<file path="config.mk">
export PLATFORM = sky130hd
export DESIGN_NAME = pipe_ctrl_unit_flat
export DESIGN_NICKNAME = d
export VERILOG_FILES = /design/src/rtl/pipe_ctrl_unit_pkg.sv /design/src/rtl/pipe_ctrl_unit_if.sv /design/src/rtl/pipe_ctrl_unit_decode.sv /design/src/rtl/pipe_ctrl_unit.sv /design/src/flat_wrapper.sv
export SDC_FILE = /design/constraint.sdc
export NUM_CORES = 1
export LEC_CHECK = 0
export ABC_AREA = 1
export BUFFER_PORTS_ARGS = -buffer_cell sky130_fd_sc_hd__buf_2
export CAP_MARGIN = 10
export CORE_UTILIZATION = 45
export CTS_CLUSTER_SIZE = 24
export DETAILED_ROUTE_END_ITERATION = 8
export PLACE_DENSITY = 0.77
export SYNTH_ARGS = -nofsm -noshare
export SYNTH_HDL_FRONTEND = slang
export SYNTH_SLANG_ARGS = --single-unit
</file>
<file path="constraint.sdc">
create_clock -name clk -period 1.41 [get_ports clk]
set_input_delay 0.2115 -clock clk [delete_from_list [all_inputs] [get_ports clk]]
set_output_delay 0.2115 -clock clk [all_outputs]
set_load 0.1 [all_outputs]
</file>
<file path="src/rtl/pipe_ctrl_unit_pkg.sv">
// Shared control-word layout, opcode map and forwarding encodings for the
// 16-bit MIPS pipeline control unit.
package mips_ctrl_pkg;

  localparam int CTLW = 11;

  localparam int CTL_JUMP     = 10;
  localparam int CTL_REGWRITE = 9;
  localparam int CTL_ALUSRC   = 8;
  localparam int CTL_MEMWRITE = 7;
  localparam int CTL_ALUOP_HI = 6;
  localparam int CTL_ALUOP_LO = 4;
  localparam int CTL_MEMTOREG = 3;
  localparam int CTL_MEMREAD  = 2;
  localparam int CTL_BRANCH   = 1;
  localparam int CTL_REGDEST  = 0;

  localparam logic [3:0] OP_AND = 4'd0;
  localparam logic [3:0] OP_OR  = 4'd1;
  localparam logic [3:0] OP_ADD = 4'd2;
  localparam logic [3:0] OP_SUB = 4'd6;
  localparam logic [3:0] OP_SLT = 4'd7;
  localparam logic [3:0] OP_LW  = 4'd8;
  localparam logic [3:0] OP_SW  = 4'd10;
  localparam logic [3:0] OP_J   = 4'd12;
  localparam logic [3:0] OP_BNE = 4'd14;

  localparam logic [1:0] FWD_RF  = 2'b00;
  localparam logic [1:0] FWD_MEM = 2'b10;
  localparam logic [1:0] FWD_WB  = 2'b01;

  typedef logic [CTLW-1:0] ctrl_t;

endpackage

</file>
<file path="src/rtl/pipe_ctrl_unit_if.sv">
// Datapath <-> control-unit bundle: ID-stage instruction fields and EX/memory
// status in, per-stage control words, hazard and forwarding controls out.
interface pipe_ctrl_unit_if #(
  parameter int OPW  = 4,
  parameter int REGW = 3
);
  import mips_ctrl_pkg::*;

  logic            id_valid;
  logic [OPW-1:0]  id_opcode;
  logic [REGW-1:0] id_rs;
  logic [REGW-1:0] id_rt;
  logic [REGW-1:0] id_rd;
  logic            ex_br_taken;
  logic            mem_wait;

  ctrl_t           ex_ctrl;
  ctrl_t           mem_ctrl;
  ctrl_t           wb_ctrl;
  logic [REGW-1:0] ex_dst;
  logic [REGW-1:0] mem_dst;
  logic [REGW-1:0] wb_dst;
  logic [1:0]      fwd_a;
  logic [1:0]      fwd_b;
  logic            stall;
  logic            flush_ifid;
  logic            illegal_op;

  modport master (
    output id_valid, id_opcode, id_rs, id_rt, id_rd, ex_br_taken, mem_wait,
    input  ex_ctrl, mem_ctrl, wb_ctrl, ex_dst, mem_dst, wb_dst,
    input  fwd_a, fwd_b, stall, flush_ifid, illegal_op
  );

  modport slave (
    input  id_valid, id_opcode, id_rs, id_rt, id_rd, ex_br_taken, mem_wait,
    output ex_ctrl, mem_ctrl, wb_ctrl, ex_dst, mem_dst, wb_dst,
    output fwd_a, fwd_b, stall, flush_ifid, illegal_op
  );
endinterface

</file>
<file path="src/rtl/pipe_ctrl_unit_decode.sv">
// Combinational opcode decoder: ID opcode -> 11-bit control word, with an
// illegal flag for valid instructions outside the opcode map.
module ctrl_decode
  import mips_ctrl_pkg::*;
#(
  parameter int OPW = 4
) (
  input  logic           id_valid,
  input  logic [OPW-1:0] opcode,
  output ctrl_t          ctrl,
  output logic           illegal
);

  ctrl_t table_ctrl;
  logic  in_map;
  logic  high_bits;

  assign high_bits = (opcode >> 4) != '0;

  always_comb begin
    table_ctrl = '0;
    in_map     = 1'b1;
    case (opcode[3:0])
      OP_AND:  table_ctrl = 11'b010_0010_0001;
      OP_OR:   table_ctrl = 11'b010_0011_0001;
      OP_ADD:  table_ctrl = 11'b010_0000_0001;
      OP_SUB:  table_ctrl = 11'b010_0001_0001;
      OP_SLT:  table_ctrl = 11'b010_0100_0001;
      OP_LW:   table_ctrl = 11'b011_0000_1100;
      OP_SW:   table_ctrl = 11'b001_1000_0000;
      OP_BNE:  table_ctrl = 11'b000_0101_0010;
      OP_J:    table_ctrl = 11'b100_0000_0000;
      default: in_map     = 1'b0;
    endcase
  end

  assign ctrl    = (id_valid && in_map && !high_bits) ? table_ctrl : '0;
  assign illegal = id_valid && !(in_map && !high_bits);

endmodule

</file>
<file path="src/rtl/pipe_ctrl_unit.sv">
// Pipelined control/hazard unit: carries decoded control through ID/EX,
// EX/MEM and MEM/WB and generates stall, flush and EX forwarding selects.
module pipe_ctrl_unit
  import mips_ctrl_pkg::*;
#(
  parameter int OPW    = 4,
  parameter int REGW   = 3,
  parameter bit FWD_EN = 1'b1
) (
  input logic            clk,
  input logic            rst,
  pipe_ctrl_unit_if.slave bus
);

  ctrl_t           dec_ctrl;
  logic            dec_ill;
  logic            use_rs, use_rt;
  logic [REGW-1:0] dec_dst;

  ctrl_t           ctrl_p0, ctrl_p1, ctrl_p2;
  logic [REGW-1:0] dst_p0, dst_p1, dst_p2;
  logic [REGW-1:0] rs_p0, rt_p0;
  logic            vld_p0, vld_p1, vld_p2;
  logic            ill_p0;

  logic load_use, raw_ex, raw_mem, hazard, br_flush, jmp_flush, stall_i, bubble;

  ctrl_decode #(.OPW(OPW)) u_dec (
    .id_valid (bus.id_valid),
    .opcode   (bus.id_opcode),
    .ctrl     (dec_ctrl),
    .illegal  (dec_ill)
  );

  assign use_rs  = (dec_ctrl != '0) && !dec_ctrl[CTL_JUMP];
  assign use_rt  = dec_ctrl[CTL_REGDEST] || dec_ctrl[CTL_MEMWRITE] || dec_ctrl[CTL_BRANCH];
  assign dec_dst = !dec_ctrl[CTL_REGWRITE] ? '0 :
                   dec_ctrl[CTL_REGDEST] ? bus.id_rd : bus.id_rt;

  function automatic logic src_hit(input logic wr, input logic [REGW-1:0] dst);
    return wr && (dst != '0) &&
           ((use_rs && bus.id_rs == dst) || (use_rt && bus.id_rt == dst));
  endfunction

  function automatic logic [1:0] fwd_sel(input logic [REGW-1:0] src);
    if (!FWD_EN)
      return FWD_RF;
    if (vld_p1 && ctrl_p1[CTL_REGWRITE] && dst_p1 != '0 && dst_p1 == src)
      return FWD_MEM;
    if (vld_p2 && ctrl_p2[CTL_REGWRITE] && dst_p2 != '0 && dst_p2 == src)
      return FWD_WB;
    return FWD_RF;
  endfunction

  // WB is never a hazard source: the register file writes before it reads.
  assign load_use  = src_hit(vld_p0 && ctrl_p0[CTL_MEMREAD], dst_p0);
  assign raw_ex    = src_hit(vld_p0 && ctrl_p0[CTL_REGWRITE], dst_p0);
  assign raw_mem   = src_hit(vld_p1 && ctrl_p1[CTL_REGWRITE], dst_p1);
  assign hazard    = load_use || (!FWD_EN && (raw_ex || raw_mem));
  assign br_flush  = vld_p0 && ctrl_p0[CTL_BRANCH] && bus.ex_br_taken && !bus.mem_wait;
  assign stall_i   = bus.mem_wait || (hazard && !br_flush);
  assign jmp_flush = dec_ctrl[CTL_JUMP] && !stall_i && !bus.mem_wait;
  assign bubble    = br_flush || hazard;

  always_ff @(posedge clk) begin
    if (rst) begin
      ctrl_p0 <= '0; ctrl_p1 <= '0; ctrl_p2 <= '0;
      dst_p0  <= '0; dst_p1  <= '0; dst_p2  <= '0;
      rs_p0   <= '0; rt_p0   <= '0;
      vld_p0  <= 1'b0; vld_p1 <= 1'b0; vld_p2 <= 1'b0;
      ill_p0  <= 1'b0;
    end else if (!bus.mem_wait) begin
      // ID -> ID/EX
      if (bubble) begin
        ctrl_p0 <= '0;
        dst_p0  <= '0;
        rs_p0   <= '0;
        rt_p0   <= '0;
        vld_p0  <= 1'b0;
        ill_p0  <= 1'b0;
      end else begin
        ctrl_p0 <= dec_ctrl;
        dst_p0  <= dec_dst;
        rs_p0   <= use_rs ? bus.id_rs : '0;
        rt_p0   <= use_rt ? bus.id_rt : '0;
        vld_p0  <= dec_ctrl != '0;
        ill_p0  <= dec_ill;
      end
      // ID/EX -> EX/MEM
      ctrl_p1 <= ctrl_p0;
      dst_p1  <= dst_p0;
      vld_p1  <= vld_p0;
      // EX/MEM -> MEM/WB
      ctrl_p2 <= ctrl_p1;
      dst_p2  <= dst_p1;
      vld_p2  <= vld_p1;
    end
  end

  assign bus.ex_ctrl    = ctrl_p0;
  assign bus.mem_ctrl   = ctrl_p1;
  assign bus.wb_ctrl    = ctrl_p2;
  assign bus.ex_dst     = dst_p0;
  assign bus.mem_dst    = dst_p1;
  assign bus.wb_dst     = dst_p2;
  assign bus.fwd_a      = fwd_sel(rs_p0);
  assign bus.fwd_b      = fwd_sel(rt_p0);
  assign bus.stall      = !rst && stall_i;
  assign bus.flush_ifid = !rst && (br_flush || jmp_flush);
  assign bus.illegal_op = ill_p0;

endmodule
</file>
<file path="src/flat_wrapper.sv">
// flat-port wrapper written by rule: the top's interface ports become plain ports
module pipe_ctrl_unit_flat import mips_ctrl_pkg::*;
#(
  parameter int OPW    = 4,
  parameter int REGW   = 3,
  parameter bit FWD_EN = 1'b1
)
  (clk, rst, bus_id_valid, bus_id_opcode, bus_id_rs, bus_id_rt, bus_id_rd, bus_ex_br_taken, bus_mem_wait, bus_ex_ctrl, bus_mem_ctrl, bus_wb_ctrl, bus_ex_dst, bus_mem_dst, bus_wb_dst, bus_fwd_a, bus_fwd_b, bus_stall, bus_flush_ifid, bus_illegal_op);
  pipe_ctrl_unit_if #(.OPW(OPW), .REGW(REGW)) bus_i ();
  input logic clk;
  input logic rst;
  input wire logic [$bits(bus_i.id_valid)-1:0] bus_id_valid;
  input wire logic [$bits(bus_i.id_opcode)-1:0] bus_id_opcode;
  input wire logic [$bits(bus_i.id_rs)-1:0] bus_id_rs;
  input wire logic [$bits(bus_i.id_rt)-1:0] bus_id_rt;
  input wire logic [$bits(bus_i.id_rd)-1:0] bus_id_rd;
  input wire logic [$bits(bus_i.ex_br_taken)-1:0] bus_ex_br_taken;
  input wire logic [$bits(bus_i.mem_wait)-1:0] bus_mem_wait;
  output wire logic [$bits(bus_i.ex_ctrl)-1:0] bus_ex_ctrl;
  output wire logic [$bits(bus_i.mem_ctrl)-1:0] bus_mem_ctrl;
  output wire logic [$bits(bus_i.wb_ctrl)-1:0] bus_wb_ctrl;
  output wire logic [$bits(bus_i.ex_dst)-1:0] bus_ex_dst;
  output wire logic [$bits(bus_i.mem_dst)-1:0] bus_mem_dst;
  output wire logic [$bits(bus_i.wb_dst)-1:0] bus_wb_dst;
  output wire logic [$bits(bus_i.fwd_a)-1:0] bus_fwd_a;
  output wire logic [$bits(bus_i.fwd_b)-1:0] bus_fwd_b;
  output wire logic [$bits(bus_i.stall)-1:0] bus_stall;
  output wire logic [$bits(bus_i.flush_ifid)-1:0] bus_flush_ifid;
  output wire logic [$bits(bus_i.illegal_op)-1:0] bus_illegal_op;
  assign bus_i.id_valid = bus_id_valid;
  assign bus_i.id_opcode = bus_id_opcode;
  assign bus_i.id_rs = bus_id_rs;
  assign bus_i.id_rt = bus_id_rt;
  assign bus_i.id_rd = bus_id_rd;
  assign bus_i.ex_br_taken = bus_ex_br_taken;
  assign bus_i.mem_wait = bus_mem_wait;
  assign bus_ex_ctrl = bus_i.ex_ctrl;
  assign bus_mem_ctrl = bus_i.mem_ctrl;
  assign bus_wb_ctrl = bus_i.wb_ctrl;
  assign bus_ex_dst = bus_i.ex_dst;
  assign bus_mem_dst = bus_i.mem_dst;
  assign bus_wb_dst = bus_i.wb_dst;
  assign bus_fwd_a = bus_i.fwd_a;
  assign bus_fwd_b = bus_i.fwd_b;
  assign bus_stall = bus_i.stall;
  assign bus_flush_ifid = bus_i.flush_ifid;
  assign bus_illegal_op = bus_i.illegal_op;
  pipe_ctrl_unit #(.OPW(OPW), .REGW(REGW), .FWD_EN(FWD_EN)) u_core (.clk(clk), .rst(rst), .bus(bus_i));
endmodule
</file>
After elaboration in Yosys (flattened, before gate mapping) --
Cells that the tools add are included.
Operators by class: reductions and logical operators 42, muxes and demuxes 27, equal/unequal tests 14
Operator list (count):
- 11-bit one-hot mux with 9 select lines | 1
- 1-bit logical AND | 24
- 11-bit two-way mux | 2
- 3-bit two-way mux | 7
- 3-bit equality test | 6
- 4-bit equality test, second input constant | 4
- 2-bit two-way mux | 8
- 11-bit nonzero test | 1
- 1-bit two-way mux | 9
- 3-bit nonzero test | 3
- 9-bit OR reduction | 1
- 4-bit by 3-bit equality test with 1-bit output, second input constant | 2
- 1-bit logical NOT | 6
- 1-bit logical OR | 6
- 4-bit by 1-bit equality test with 1-bit output, second input constant | 1
- 4-bit by 2-bit equality test with 1-bit output, second input constant | 1
- 4-bit logical NOT | 1
Word-level totals: word-level logic and storage cells 95, register bits after elaboration 52, bits of input ports 18

Logic depth before layout (Yosys ltp) --
Gate-level depths: netlist (run 1).
word-level depth 17, depth in mapped cells 12, depth with buffers taken out 11

Hierarchy --
A second synthesis (run 1) with hierarchy kept.
Second synthesis, totals: cells, all modules 339, area total of the unflattened synthesis 2429.8 µm²
By module, submodules not included:
- pipe_ctrl_unit | cells an instance 306, area an instance 2285.9 µm², times used 1, sequential area each 1041.0 µm²
- ctrl_decode | cells an instance 33, area an instance 143.9 µm², times used 1, sequential area each 0.0 µm²

Worst setup path before layout (run 1) --
No wires, ideal clock.
path type register to output, from reg u_core.dst_p1[2] (netlist: u_core.bus.mem_dst[2]), to out bus_fwd_a[0], arrival 6.179 ns, stages on the path, launching flop included 4, required time 1.199 ns, setup slack -4.980 ns, cells stage by stage dfxtp_1 -> o311ai_0 -> nor4_1 -> nor3_1
On the way: cells in the longest elaborated chain, start to end 5, elaborated cells on any way between the ends 6, classes of those cells 1 x eq/ne; 2 x mux; 3 x reduce/logical
RTL lines:
- from (decl) | RTL line pipe_ctrl_unit.sv:21 | logic [REGW-1:0] dst_p0, dst_p1, dst_p2;
- from (signal assigned) | RTL line pipe_ctrl_unit.sv:91 | dst_p1 <= dst_p0;
- 3-bit nonzero test
- 1-bit logical AND | RTL line pipe_ctrl_unit.sv:48 | if (vld_p1 && ctrl_p1[CTL_REGWRITE] && dst_p1 != '0 && dst_p1 == src)
- 1-bit logical AND (*) | RTL line pipe_ctrl_unit.sv:48
- 1-bit two-way mux (*) | RTL line pipe_ctrl_unit.sv:48
- 2-bit two-way mux (*) | RTL line pipe_ctrl_unit.sv:50 | if (vld_p2 && ctrl_p2[CTL_REGWRITE] && dst_p2 != '0 && dst_p2 == src)
- to (decl) | RTL line flat_wrapper.sv:25 | output wire logic [$bits(bus_i.fwd_a)-1:0] bus_fwd_a;
Mark *: on every way between the ends. The rest lies on a longest branch, timed or not.

Worst setup path in the final report (run 1) --
from reg u_core.dst_p0[0] (netlist: u_core.bus.ex_dst[0]), to out bus_stall
On the way: cells in the longest elaborated chain, start to end 7, elaborated cells on any way between the ends 11, classes of those cells 2 x eq/ne; 9 x reduce/logical
RTL lines:
- from (decl) | RTL line pipe_ctrl_unit.sv:21
- from (signal assigned) | RTL line pipe_ctrl_unit.sv:83 | dst_p0 <= dec_dst;
- 3-bit equality test | RTL line pipe_ctrl_unit.sv:42 | ((use_rs && bus.id_rs == dst) || (use_rt && bus.id_rt == dst));
- 1-bit logical AND | RTL line pipe_ctrl_unit.sv:42
- 1-bit logical OR | RTL line pipe_ctrl_unit.sv:42
- 1-bit logical AND (*) | RTL line pipe_ctrl_unit.sv:41 | return wr && (dst != '0) &&
- 1-bit logical AND (*) | RTL line pipe_ctrl_unit.sv:61 | assign stall_i = bus.mem_wait || (hazard && !br_flush);
- 1-bit logical OR (*) | RTL line pipe_ctrl_unit.sv:61
- 1-bit logical AND (*) | RTL line pipe_ctrl_unit.sv:108 | assign bus.stall = !rst && stall_i;
- to (decl) | RTL line flat_wrapper.sv:27 | output wire logic [$bits(bus_i.stall)-1:0] bus_stall;
Marks and branches as above.

==> reports/metrics.yaml, run 1 <==
drt:
  drtAntennaViolNets: 0
  drcViolationCount: 0
  detail_route.vias_per_cell: 5.21
  iteration_0_drc_markers: 133
  drt_pre_antenna_iters: 4
  routed_wire_length_per_instance_um: 14.0
  detailroute.via_count: 2569
  routed_wirelength_mm: 6.90
clock_tree:
  cts_root_buffer: "clkbuf_8"
  worstSkewPairLatency_ns: 0.30
  tritoncts_clock_tree: "done"
  numCtsBuffers: 5
  cts.path.max_buffers: 2
  clkTransAtPathRegs_ns: 0.09
  cts.sinks: 49
  cts-hold-fix-buffers: 0
  level_count_of_the_clock_h_tree: 2
logic_synthesis:
  synth_area_mm2: 0.00235
  postSynth.topFlopCell: "dfxtp_1"
  synth_xor_xnor_area_share_pct: 6.72
  ys_seq_elements: 49
  ys.warnings.count: 0
  synth_cell_type_count: 25
  synth_top_cell_area_share_pct: 41.8
  post_synth_fa_ha_maj_area_fraction_pct: 0
  ys_async_sr_fraction_pct: 0
  synth-edff-count: 0
  synth.area.top_cells: "dfxtp_1 42%, nor2_1 9.4%, o21ai_0 7.2%"
  synth_mux_area_share_pct: 0
  synth.net_count: 338
  main_combinational_cell_family_by_area_after_synthesis: "simple AND/OR/NAND/NOR gates"
  yosys.area.top_type: "dfxtp_1"
  post_synth_and_or_nand_nor_area_fraction_pct: 28.3
  synth_area_per_cell_um2: 7.34
  postSynthCellCount: 320
  synth.yosys.seq_area_share_pct: 41.8
  synth-compound-area-share_pct: 14.7
power_and_ir_drop:
  p_leak_nw: 1.71
  cellPowerDensity_mw_per_mm2: 965
  power.ir.vdd_worst_uv: 660
min_path:
  worst_hold_path_type: "input port to flop"
status:
  run_status: "finished with violations"
  failed_checks: "negative setup slack"
timing:
  worst-slew-pin-transition_ns: 0.499
  layout_min_cycle_time_ns: 1.85
  max_slew_margin_pct: 67.0
  clock.fmax_mhz: 540
  finClkSkew_ns: 0.00763
  fin_ws_ns: -0.443
  final-hold-violation-count: 0
  setup-violations-final: 27
  rsz_0062_raised_after_global_routing: "true"
  min_period_over_period_pct: 131
  slew_viol_final: 0
cells_and_area:
  layout-area-overhead-vs-synth_pct: 52.8
  proportion_of_layout_cells_with_a_drive_suffix_above_1_pct: 41.3
  finalNetCount: 443
  most-common-layout-cells: "58 x nor2_1, 53 x buf_4, 49 x buf_2, 37 x nand2_1, 35 x dfxtp_1"
  finalNonFillerCells: 493
  n_antenna_cell: 0
  post-route-cell-area_mm2: 0.00359
  mostFrequentLayoutCell: "nor2_1"
place:
  detailed_place.area_mm2: 0.00329
  place_ws_ns: -0.291
  finalWeightedCongestion: 0.857
  dp_hpwl_mm: 4.51
  place.port_buffers: 66
  dp_cells: 474
critical_path:
  critPathRequiredTime_ns: 1.20
  chain_of_cells_forming_the_critical_path: "xor2_1 -> nor3_2 -> nand3_1 -> nand2_1 -> nand2_2 -> a21oi_4 -> buf_12"
  critical_path.slowest_cell: "dfxtp_4"
  max_stage_delay_ns: 0.37
  setup.reg_to_reg.worst_slack_ns: -0.31
  timing.critical_path.fanout_max: 3
  worst_setup_path_end_kind: "output port"
  timing.critical_path.from_type: "flop"
  worstPathArrival_ns: 1.64
  worstSetupPathType: "flop to output port"
grt:
  wire_length_of_the_first_global_routing_pass_mm: 11.1
  vias_in_the_first_global_route: 2464
  initial_antenna_violation_count: 0
  grt.overflow.total: 0
  grt_max_degree: 53
  global_route.usage.total_pct: 26.1
floorplanning:
  die_w_um: 74.2
  ioPinCount: 67
  chipHeight_um: 74.2
  num_rows: 25
  core_area_mm2: 0.00488
  design.die.area_mm2: 0.00551
  initial_core_util_pct: 48.1
flow_run:
  drv.max_cap_violation_count: 0
-- kinds of logic after synthesis --
group | Yosys count
AO/OA/AOI/OAI | 66
flip-flops | 49
buffers and inverters | 45
XOR/XNOR | 18
AND/OR/NAND/NOR | 142
-- sequential cells by signal, indices dropped and copies added, names as in the netlist --
signal and cells:
u_core.bus.mem_dst 3, u_core.rt_p0 3, u_core.vld_p1 1, u_core.rs_p0 3, u_core.bus.illegal_op 1, u_core.bus.wb_dst 3, u_core.bus.ex_dst 3, u_core.vld_p2 1
u_core.vld_p0 1, u_core.bus.wb_ctrl 10, u_core.bus.ex_ctrl 10, u_core.bus.mem_ctrl 10
-- path summary, 6_finish.rpt --
| kind | from | end | cells past startpoint |
|---|---|---|---|
| max | u_core.bus.ex_dst[0] | bus_stall | 7 |
| min | bus_mem_wait | u_core.bus.mem_ctrl[1] | 2 |
| max reg2reg | u_core.bus.ex_dst[0] | u_core.bus.ex_ctrl[10] | 8 |
| min reg2reg | u_core.bus.illegal_op | u_core.bus.illegal_op | 2 |
-- timing repair --
action | 4_1_cts | 5_1_grt
gates resized for setup | 20 | 11
pin swaps | 22 | 3
setup buffers | 10 | 2
endpoints found under the setup margin | 31 | 30
gates cloned | 1 | 0
-- routing by layer --
layer | routed length, µm | share of wire, % | global-route usage [%]
met5 | 0 | 0 | 0
met4 | 187 | 2.7 | 10.5
met3 | 301 | 4.4 | 4.74
met2 | 3510 | 51 | 47.2
met1 | 2900 | 42 | 30.6
-- critical path, delay by kind of cell (launching register included) --
family	cells	cell delay, ns
compound gates	1	0.16
buf+inv	1	0.19
xor+xnor	1	0.15
simple gates	4	0.47
flops	1	0.37
-- area by class of cell --
class / instances / area, µm²
multi-input combinational: 226 / 1320
clock buffer: 5 / 68.8
sequential: 49 / 1020
fill: 364 / 1290
clock inverter: 3 / 45.0
inverter: 23 / 86.3
timing repair buffer: 120 / 955
tap: 67 / 83.8
-- through the flow --
step | hold WS, ns | util [%] | total power, mW | TNS, ns
2_1_floorplan | 0.374 | - | 2.21 | -4.92
3_3_place_gp | 0.452 | 67.4 | 2.42 | -2.77
3_5_place_dp | 0.453 | 67.4 | 2.44 | -3.93
4_1_cts | 0.173 | 72.9 | 3.45 | -8.05
5_1_grt | 0.195 | 73.5 | 3.58 | -7.79
6_report | 0.179 | 73.5 | 3.46 | -6.34
-- cell usage after synthesis, types with 3 or more instances --
cell / number
nor2_1: 59
dfxtp_1: 49
nand2_1: 39
o21ai_0: 34
a21oi_1: 26
nand4_1: 22
inv_1: 21
xor2_1: 13
clkbuf_1: 12
nand3_1: 6
nand2_2: 5
xnor2_1: 5
buf_2: 4
nor3_1: 4
buf_4: 3
o21ai_1: 3
-- power by group --
group / total, mW / leakage, nW / switching [mW] / internal, mW
clock network: 1.02 / 0.0587 / 0.491 / 0.533
logic: 0.945 / 1.25 / 0.709 / 0.236
registers: 1.49 / 0.411 / 0.0546 / 1.44
total: 3.46 / 1.71 / 1.25 / 2.21
Power figures use the tool's default switching activity.
==> run 2: changes to the inputs <==
--- a/config.mk
+++ b/config.mk
@@ -11,7 +11,8 @@
 export CORE_UTILIZATION = 45
 export CTS_CLUSTER_SIZE = 24
 export DETAILED_ROUTE_END_ITERATION = 8
-export PLACE_DENSITY = 0.77
+export PLACE_DENSITY = 0.76
 export SYNTH_ARGS = -nofsm -noshare
 export SYNTH_HDL_FRONTEND = slang
+export SYNTH_HIERARCHICAL = 1
 export SYNTH_SLANG_ARGS = --single-unit
==> run 2 against run 1 <==
The run still ends with negative setup slack left. Wire length up 12%. Non-clock buffer count up 3. First-iteration DRC count up 56%. Utilization up 6.9 points. Combinational power up 23%. Sequential share of layout area down 2.0 points. Sequential cell count up 3. Hold slack better by 0.0032 ns. Setup slack worse by 0.12 ns. Critical path type is now input port to output port.
==> reports/metrics.yaml, run 2 <==
place:
  dp_cells: 497  # was 474
  place.port_buffers: 66  # unchanged
  detailed_place.area_mm2: 0.00347  # was 0.00329 mm²
  finalWeightedCongestion: 0.886  # was 0.857
  dp_hpwl_mm: 4.71  # was 4.51 mm
cells_and_area:
  layout-area-overhead-vs-synth_pct: 70.1  # was 52.8%
  finalNetCount: 465  # was 443
  most-common-layout-cells: "68 x nor2_1, 54 x buf_4, 45 x buf_2, 41 x o21ai_0, 34 x dfxtp_1"  # was 58 x nor2_1, 53 x buf_4, 49 x buf_2, 37 x nand2_1, 35 x dfxtp_1
  mostFrequentLayoutCell: "nor2_1"  # unchanged
  layout.filler_cells: 346  # was 364
  finalNonFillerCells: 518  # was 493
  post-route-cell-area_mm2: 0.00413  # was 0.00359 mm²
  proportion_of_layout_cells_with_a_drive_suffix_above_1_pct: 48.0  # was 41.3%
  postLayoutCoreUtil_pct: 80.4  # was 73.5%
  n_antenna_cell: 0  # unchanged
timing:
  final-hold-violation-count: 0  # unchanged
  min_period_over_period_pct: 140  # was 131%
  fin_ws_ns: -0.563  # was -0.443 ns
  worst-slew-pin-transition_ns: 0.551  # was 0.499 ns
  slew_viol_final: 0  # unchanged
  max_slew_margin_pct: 63.2  # was 67.0%
  layout_min_cycle_time_ns: 1.97  # was 1.85 ns
  holdWs_ns: 0.182  # was 0.179 ns
  rsz_0062_raised_after_global_routing: "true"  # unchanged
  setup_total_neg_slack_ns: -7.51  # was -6.34 ns
  setup-violations-final: 28  # was 27
  clock.fmax_mhz: 507  # was 540 MHz
  finClkSkew_ns: 0.00665  # was 0.00763 ns
logic_synthesis:
  postSynthCellCount: 339  # was 320
  synth.net_count: 357  # was 338
  ys.warnings.count: 6  # was 0
  ys_seq_elements: 52  # was 49
  synth-edff-count: 0  # unchanged
  ys_async_sr_fraction_pct: 0  # unchanged
  postSynth.topFlopCell: "dfxtp_1"  # unchanged
  yosys.area.top_type: "dfxtp_1"  # unchanged
  synth_area_mm2: 0.00243  # was 0.00235 mm²
  synth_most_common_cell: "nor2_1"  # unchanged
  synth_cell_type_count: 26  # was 25
  synth.area.top_cells: "dfxtp_1 43%, nor2_1 12%, o21ai_0 8.7%"  # was dfxtp_1 42%, nor2_1 9.4%, o21ai_0 7.2%
  synth_top_cell_area_share_pct: 42.8  # was 41.8%
  synth.yosys.seq_area_share_pct: 42.8  # was 41.8%
  synth_commonest_cells: "77 x nor2_1, 52 x dfxtp_1, 42 x o21ai_0, 37 x nand2_1, 28 x a21oi_1"  # was 59 x nor2_1, 49 x dfxtp_1, 39 x nand2_1, 34 x o21ai_0, 26 x a21oi_1
  synth_area_per_cell_um2: 7.17  # was 7.34 µm²
power_and_ir_drop:
  cellPowerDensity_mw_per_mm2: 954  # was 965 mW/mm²
  power_switching_mw: 1.41  # was 1.25 mW
  p_leak_nw: 1.85  # was 1.71 nW
  power.ir.vdd_worst_uv: 605  # was 660 µV
  cell_internal_pwr_mw: 2.54  # was 2.21 mW
  power.share.clock_pct: 29.6  # about the same
  switching_share_pct: 35.7  # was 36.3%
  seq_power_share_pct: 40.9  # was 43.1%
  comb_power_share_pct: 29.5  # was 27.3%
critical_path:
  rr_worst_depth: 9  # was 8
  critical_r2r_capture: "u_core/rs_p0[0]"  # was u_core.bus.ex_ctrl[10]
  crit-reg2reg-launch: "u_core/bus.ex_dst[0]"  # was u_core.bus.ex_dst[0]
  timing.critical_path.fanout_max: 4  # was 3
  worst_setup_path_end_kind: "output port"  # unchanged
  timing.critical_path.from_type: "input port"  # was flop
  setup.reg_to_reg.worst_slack_ns: -0.26  # was -0.31 ns
  worstPathArrival_ns: 1.76  # was 1.64 ns
  critPathRequiredTime_ns: 1.20  # about the same
  worstSetupPathType: "input port to output port"  # was flop to output port
min_path:
  hold_start: "bus_id_rs[1]"  # was bus_mem_wait
  hold_end: "u_core/rs_p0[1]"  # was u_core.bus.mem_ctrl[1]
  worst_hold_path_type: "input port to flop"  # unchanged
  holdPathStages: 3  # was 2
clock_tree:
  cts.path.max_buffers: 2  # unchanged
  cts_root_buffer: "clkbuf_8"  # unchanged
  clkTransAtPathRegs_ns: 0.09  # about the same
  level_count_of_the_clock_h_tree: 2  # unchanged
  numCtsBuffers: 5  # unchanged
  worstSkewPairLatency_ns: 0.31  # was 0.30 ns
  cts.sinks: 52  # was 49
  tritoncts_clock_tree: "done"  # unchanged
floorplanning:
  ioPinCount: 67  # unchanged
  chipHeight_um: 75.5  # was 74.2 µm
  core_area_mm2: 0.00514  # was 0.00488 mm²
  initial_core_util_pct: 47.3  # was 48.1%
  num_rows: 26  # was 25
  die_w_um: 75.5  # was 74.2 µm
  design.die.area_mm2: 0.00570  # was 0.00551 mm²
drt:
  drcViolationCount: 0  # unchanged
  highest_layer: "met4"  # unchanged
  detail_route.vias_per_cell: 5.27  # was 5.21
  routed_wirelength_mm: 7.69  # was 6.90 mm
  detailroute.via_count: 2729  # was 2569
  met3_length_um: 423  # was 301 µm
  drt_pre_antenna_iters: 4  # unchanged
  iteration_0_drc_markers: 208  # was 133
  met1_length_mm: 3.09  # was 2.90 mm
  routed_wire_length_per_instance_um: 14.8  # was 14.0 µm
  drtAntennaViolNets: 0  # unchanged
  dr_wl_met2_mm: 4.00  # was 3.51 mm
grt:
  wire_length_of_the_first_global_routing_pass_mm: 11.1  # about the same
  grt.overflow.total: 0  # unchanged
  global_route.usage.total_pct: 25.5  # was 26.1%
  initial_antenna_violation_count: 0  # unchanged
  vias_in_the_first_global_route: 2444  # was 2464
  grt_max_degree: 53  # unchanged
status:
  failed_checks: "negative setup slack"  # unchanged
  run_status: "finished with violations"  # unchanged
flow_run:
  drv.max_cap_violation_count: 0  # unchanged
==> run 2: metal layers <==
metal | vias to the layer above | GRT usage (%)
met5 | - | 0
met4 | 0 | 7.41
met3 | 19 | 4.89
met2 | 115 | 44.2
met1 | 1263 | 32.2
li1 | 1332 | -
==> run 2: cell type report <==
class | instances | area [µm²] | area share (%)
multi-input cells | 245 | 1620 | 39.2
inverters | 20 | 109 | 2.63
repair buffers | 123 | 1070 | 26.0
well taps | 70 | 87.6 | 2.12
flip-flops and latches | 52 | 1100 | 26.6
clock buffers | 8 | 144 | 3.48
==> run 2: through the flow <==
step	worst slack, ns	power [mW]
2_1_floorplan	-1.07	2.42
3_3_place_gp	-0.570	2.66
3_5_place_dp	-0.612	2.68
4_1_cts	-0.522	3.89
5_1_grt	-0.657	4.09
6_report	-0.563	3.94
==> run 2: cell families after synthesis <==
family	after synthesis	share of synthesized area, %
flops	52	42.8
simple gates	154	27.5
compound gates	73	15.4
xor+xnor	16	5.77
buf+inv	42	7.47
mux	2	0.927
==> run 2: critical path, cell delays in order <==
cell	delay, ns
buf_12	0.12
inv_12	0.04
nand4_1	0.18
nor2_2	0.19
nor2_1	0.07
and2_1	0.17
nand2_2	0.08
nand3_2	0.06
nand2_2	0.09
nand2_4	0.07
a211oi_4	0.26
buf_12	0.21
==> run 2: power by group through the flow <==
stage                     Combinational (mW)  Sequential [mW]  Clock [mW]
after floorplan                        0.305             2.11           0
after global placement                  1.03             1.64           0
after detailed placement                1.04             1.64           0
after CTS                               1.11             1.61        1.17
after global routing                    1.23             1.62        1.24
final                                   1.16             1.61        1.17
==> run 2: worst max path at each step <==
| stage | depth (start not counted) | end | slack (ns) | start |
|---|---|---|---|---|
| after detailed placement | 14 | bus_stall | -0.61 | bus_id_opcode[3] |
| final | 12 | bus_stall | -0.56 | bus_id_opcode[0] |
| after global placement | 12 | bus_stall | -0.57 | bus_id_opcode[0] |
| after global routing | 12 | bus_stall | -0.66 | bus_id_opcode[0] |
| after CTS | 10 | bus_stall | -0.52 | u_core/bus.ex_dst[1] |
| after floorplan | 3 | bus_fwd_b[0] | -1.07 | u_core/bus.mem_dst[2] |
==> run 2: what timing repair did <==
action | in CTS | in global routing
hold buffers | 0 | 0
resized for setup | 51 | 37
cloned | 2 | 1
setup buffers | 12 | 1
pin swaps | 24 | 9
endpoints found under the setup margin | 30 | 30
